<file path="src/rtl/dbus_pkg.sv">
// rtl/dbus_pkg.sv - shared types and constants for the data-bus splitter
package dbus_pkg;

  typedef enum logic [1:0] {
    ST_IDLE  = 2'd0,
    ST_ISSUE = 2'd1,
    ST_WAIT  = 2'd2,
    ST_RESP  = 2'd3
  } dbus_state_e;

  localparam logic [31:0] DBUS_ERR_DATA = 32'hDEAD_BEEF;
  localparam logic [31:0] DBUS_SEL_MASK = 32'hF000_0000;
  localparam logic [31:0] DBUS_SEL_BASE = 32'h1000_0000;

endpackage

</file>
<file path="src/rtl/dbus_addr_decode.sv">
// rtl/dbus_addr_decode.sv - address to target select decode (1 = MMIO)
module dbus_addr_decode
  import dbus_pkg::*;
#(
  parameter logic [31:0] SEL_MASK = DBUS_SEL_MASK,
  parameter logic [31:0] SEL_BASE = DBUS_SEL_BASE
) (
  input  logic [31:0] addr,
  output logic        sel
);

  assign sel = ((addr & SEL_MASK) == SEL_BASE);

endmodule

</file>
<file path="src/rtl/dbus_split2.sv">
// rtl/dbus_split2.sv - one-outstanding data-bus splitter to RAM / MMIO targets
module dbus_split2
  import dbus_pkg::*;
#(
  parameter logic [31:0] SEL_MASK = DBUS_SEL_MASK,
  parameter logic [31:0] SEL_BASE = DBUS_SEL_BASE,
  parameter int unsigned TIMEOUT  = 255
) (
  input  logic        clk,
  input  logic        rst_n,
  input  logic        req_valid,
  output logic        req_ready,
  input  logic [31:0] req_addr,
  input  logic [31:0] req_wdata,
  input  logic        req_we,
  input  logic [3:0]  req_be,
  output logic        rsp_valid,
  output logic [31:0] rsp_rdata,
  output logic        rsp_err,
  output logic        t0_valid,
  input  logic        t0_ready,
  output logic [31:0] t0_addr,
  output logic [31:0] t0_wdata,
  output logic        t0_we,
  output logic [3:0]  t0_be,
  input  logic        t0_rsp_valid,
  input  logic [31:0] t0_rsp_rdata,
  output logic        t1_valid,
  input  logic        t1_ready,
  output logic [31:0] t1_addr,
  output logic [31:0] t1_wdata,
  output logic        t1_we,
  output logic [3:0]  t1_be,
  input  logic        t1_rsp_valid,
  input  logic [31:0] t1_rsp_rdata
);

  // Counter value in the last ISSUE/WAIT cycle before the error response.
  localparam logic [15:0] CNT_LAST = 16'(TIMEOUT - 1);

  dbus_state_e state_q, state_d;
  logic [31:0] addr_q, addr_d;
  logic [31:0] wdata_q, wdata_d;
  logic        we_q, we_d;
  logic [3:0]  be_q, be_d;
  logic        sel_q, sel_d;
  logic [15:0] cnt_q, cnt_d;
  logic [31:0] rdata_q, rdata_d;
  logic        err_q, err_d;

  logic        sel_dec;
  logic        t_ready;
  logic        t_rsp;
  logic [31:0] t_rdata;
  logic        timed_out;

  dbus_addr_decode #(
    .SEL_MASK (SEL_MASK),
    .SEL_BASE (SEL_BASE)
  ) u_decode (
    .addr (req_addr),
    .sel  (sel_dec)
  );

  always_ff @(posedge clk or negedge rst_n) begin
    if (!rst_n) begin
      state_q <= ST_IDLE;
      addr_q  <= '0;
      wdata_q <= '0;
      we_q    <= 1'b0;
      be_q    <= '0;
      sel_q   <= 1'b0;
      cnt_q   <= '0;
      rdata_q <= '0;
      err_q   <= 1'b0;
    end else begin
      state_q <= state_d;
      addr_q  <= addr_d;
      wdata_q <= wdata_d;
      we_q    <= we_d;
      be_q    <= be_d;
      sel_q   <= sel_d;
      cnt_q   <= cnt_d;
      rdata_q <= rdata_d;
      err_q   <= err_d;
    end
  end

  // Only the latched target is observed; the other target's signals are ignored.
  assign t_ready   = sel_q ? t1_ready     : t0_ready;
  assign t_rsp     = sel_q ? t1_rsp_valid : t0_rsp_valid;
  assign t_rdata   = sel_q ? t1_rsp_rdata : t0_rsp_rdata;
  assign timed_out = (cnt_q == CNT_LAST);

  always_comb begin
    state_d = state_q;
    addr_d  = addr_q;
    wdata_d = wdata_q;
    we_d    = we_q;
    be_d    = be_q;
    sel_d   = sel_q;
    cnt_d   = cnt_q;
    rdata_d = rdata_q;
    err_d   = err_q;
    case (state_q)
      ST_IDLE: begin
        if (req_valid) begin
          addr_d  = req_addr;
          wdata_d = req_wdata;
          we_d    = req_we;
          be_d    = req_be;
          sel_d   = sel_dec;
          cnt_d   = '0;
          state_d = ST_ISSUE;
        end
      end
      ST_ISSUE: begin
        cnt_d = cnt_q + 16'd1;
        // A response completes the transaction even in the final timeout cycle.
        if (t_ready && t_rsp) begin
          rdata_d = t_rdata;
          err_d   = 1'b0;
          state_d = ST_RESP;
        end else if (timed_out) begin
          rdata_d = DBUS_ERR_DATA;
          err_d   = 1'b1;
          state_d = ST_RESP;
        end else if (t_ready) begin
          state_d = ST_WAIT;
        end
      end
      ST_WAIT: begin
        cnt_d = cnt_q + 16'd1;
        if (t_rsp) begin
          rdata_d = t_rdata;
          err_d   = 1'b0;
          state_d = ST_RESP;
        end else if (timed_out) begin
          rdata_d = DBUS_ERR_DATA;
          err_d   = 1'b1;
          state_d = ST_RESP;
        end
      end
      ST_RESP: begin
        state_d = ST_IDLE;
      end
      default: begin
        state_d = ST_IDLE;
      end
    endcase
  end

  always_comb begin
    req_ready = (state_q == ST_IDLE);
    rsp_valid = (state_q == ST_RESP);
    rsp_rdata = rdata_q;
    rsp_err   = err_q;
    t0_valid  = (state_q == ST_ISSUE) && !sel_q;
    t1_valid  = (state_q == ST_ISSUE) &&  sel_q;
    t0_addr   = addr_q;
    t0_wdata  = wdata_q;
    t0_we     = we_q;
    t0_be     = be_q;
    t1_addr   = addr_q;
    t1_wdata  = wdata_q;
    t1_we     = we_q;
    t1_be     = be_q;
  end

endmodule

</file>
<file path="config.mk">
export PLATFORM = sky130hd
export DESIGN_NAME = dbus_split2
export DESIGN_NICKNAME = d
export VERILOG_FILES = /design/src/rtl/dbus_pkg.sv /design/src/rtl/dbus_addr_decode.sv /design/src/rtl/dbus_split2.sv
export SDC_FILE = /design/constraint.sdc
export NUM_CORES = 1
export LEC_CHECK = 0
export ABC_CLOCK_PERIOD_IN_PS = 3550
export CORE_AREA = 2 2 124 126
export DETAILED_ROUTE_END_ITERATION = 8
export DIE_AREA = 0 0 126 128
export GPL_TIMING_DRIVEN = 0
export PLACE_DENSITY = 0.93
export REMOVE_ABC_BUFFERS = 1
export SYNTH_ARGS = -nofsm -noshare
export SYNTH_HDL_FRONTEND = slang
export SYNTH_SLANG_ARGS = --single-unit
</file>
<file path="constraint.sdc">
create_clock -name clk -period 3.55 [get_ports clk]
set_input_delay 0.71 -clock clk [delete_from_list [all_inputs] [get_ports clk]]
set_output_delay 0.71 -clock clk [all_outputs]
set_load 0.1 [all_outputs]
</file>
==> flow_metrics.tcl <==
set metrics [dict create \
    r2r-end "rsp_rdata[1]" \
    tritoncts "built" \
    pin_count 315 \
    core_um2 14900 \
    drc 0 \
    hold_ws_ns 0.192 \
    finalWirelength_mm 17.0 \
    r2r_cells 7 \
    vias_per_cell 4.94 \
    die_w_um 126 \
    root_buffer "clkbuf_16" \
    nets 842 \
    multi_input_area_um2 2200 \
    ctsHoldBuffers 0 \
    fin_skew_ns 0.0138 \
    cts_resized 0 \
    first_pass_iters 4 \
    hold_class "in2async" \
    endpoint_kind "output pin" \
    fin_crit_sh_pct 91.1 \
    cp_cell_sequence "inv_1 > ha_1 > clkdlybuf4s50_1" \
    ys_warn_count 0 \
    initialDrtViolationCount 144 \
    io_buffer_count 314 \
    startpoint_type "flip-flop" \
    critPathRequiredTime_ns 2.84 \
    clockBufferDepth 2 \
    grt_pass1_vias 4781 \
    setup_viol 0 \
    worstSkewPairLatency_ns 0.42 \
    r2r-start "cnt_q[0]" \
    slew_viol_final 0 \
    avgSynthCellArea_um2 13.0 \
    vias 4432 \
    overflow 0 \
    worstPathArrival_ns 2.52 \
    grt_max_degree 86 \
    max_stage_delay_ns 1.21 \
    die_h_um 128 \
    cp_max_fo 7 \
    syn_to_final_growth_pct 59.0 \
    synth_seq_cells 121 \
    h-tree-depth 4 \
    final_cell_area_um2 9350 \
    timing.final.hold_violations 0 \
    clk_pin_slew_ns 0.06 \
    numCtsBuffers 17 \
    synth.distinct_cells 37 \
    start_util_pct 39.6 \
    netlist_area_um2 5880 \
    fmax_mhz 309 \
    outcome "completed" \
    criticalPathCategory "reg2out" \
    clock_sinks 121 \
    yosysSeqAreaShare_pct 51.5 \
    place_congestion 0.803 \
    post_cts_buffers 0 \
    period_minus_slack_ns 3.23 \
    rsz0062_at_grt "no" \
    seqCellArea_um2 3030 \
    fillers 1154 \
    reg2reg_slack_ns 0.93 \
    track_usage_pct 20.9 \
    drv_cap 0 \
    antenna_left 0 \
    dieArea_um2 16100 \
    placed_cell_area_um2 8690 \
    num_rows 45 \
    wl_per_cell_um 19.0 \
    grt_pass1_wl_mm 26.0 \
    dp_hpwl_mm 12.5 \
    drive_above_1_share_pct 18.5 \
    antenna_found_initial 1 \
    slew_headroom_pct 9.46 \
    tightest_slew_ns 1.36 \
    syn_inst 451 \
    cp_slowest_cell "clkdlybuf4s50_1" \
]
-- how the worst max path moves through the flow --
stage / slack [ns] / end / startpoint / depth (start not counted)
detailed placement: 0.51 / rsp_rdata[1] / t0_ready / 6
global placement: -3.09 / t0_wdata[12] / rst_n / 1
global route: 0.19 / req_ready / state_q[0] / 3
CTS: 0.27 / req_ready / state_q[0] / 3
floorplan: -0.62 / cnt_q[10] / state_q[0] / 5
finish: 0.32 / req_ready / state_q[0] / 3
-- cells by family after synthesis --
family                     synth area share [%]
and+or+nand+nor                            5.55
adders and majority gates                  1.28
buffers and inverters                      11.3
AOI/OAI and AO/OA                          8.68
DFF                                        51.5
xor gates and xnor gates                   1.94
muxes                                      19.8
-- Yosys cell counts (all sizes together) --
library cell / number / area (um^2)
clkbuf: 3 / 11.3
o21ai: 8 / 40.0
and2: 4 / 25.0
nor2b: 1 / 6.26
nor4b: 2 / 30.0
and3: 8 / 50.1
xor2: 9 / 78.8
mux2i: 36 / 360
o2bb2ai: 8 / 70.1
mux2: 71 / 803
ha: 6 / 75.1
a22o: 2 / 17.5
nand2b: 1 / 6.26
a21oi: 2 / 10.0
buf: 88 / 642
xnor2: 4 / 35.0
o41ai: 1 / 16.3
nand4: 6 / 37.5
nor2: 18 / 67.6
o21bai: 1 / 7.51
inv: 3 / 11.3
o211ai: 1 / 7.51
or4b: 1 / 10.0
nand2: 14 / 52.6
nand3: 4 / 20.0
nor4: 1 / 6.26
a2bb2oi: 24 / 335
dfrtp: 121 / 3030
nor3: 2 / 15.0
a31oi: 1 / 6.26
-- area by class of cell --
cell class              count  share of cell area (%)
clock buffers              20                    4.67
clock inverters            12                    2.38
repair buffers            317                    34.4
well taps                 188                    2.51
multi-input cells         236                    23.5
inverters                   3                   0.120
flip-flops and latches    121                    32.4
diodes                      1                  0.0268
-- through the flow --
stage / setup TNS (ns) / util, % / setup slack [ns] / cells
after floorplan: -22.50 / - / -0.616 / 360
after global placement: -432.91 / 57.9 / -3.09 / 862
after detailed placement: 0 / 58.5 / 0.510 / 865
after CTS: 0 / 62.9 / 0.274 / 897
after global routing: 0 / 62.9 / 0.191 / 898
final: 0 / 62.9 / 0.316 / 898
-- state kept, by name, indices dropped and copies added, names as in the netlist --
name / count
rsp_err: 1
sel_q: 1
rsp_rdata: 32
cnt_q: 16
t0_we: 1
t0_addr: 32
t0_be: 4
state_q: 2
t0_wdata: 32
-- cell usage in the layout, fill, tap and decap left out, types with 6 or more instances in the layout --
cell type and n:
nand4_1 6, xor2_1 9, dfrtp_1 120, clkbuf_16 17, ha_1 6, nor2_1 18
bufinv_16 6, o21ai_0 7, a2bb2oi_2 20, o2bb2ai_1 8, mux2_2 70, nand2_1 13
mux2i_1 36, and3_1 8, clkdlybuf4s50_1 313
-- critical path: cells and delay by family (launching register included) --
kind	cells	cell delay [ns]
adders and majority gates	1	0.36
DFF	1	0.42
buffers and inverters	2	1.33
-- metal layers --
layer  vias to the layer above  share of wire (%)  global-route usage (%)
met1                      2172                 36                    22.2
met4                         0                2.8                    8.99
li1                       2014                  -                       -
met3                        33                9.3                    8.56
met2                       213                 52                    36.7
met5                         -                  0                       0
Power is left out: the tool's default activity adds up to more than one toggle a clock period on the data nets, which glitch-free logic cannot reach.
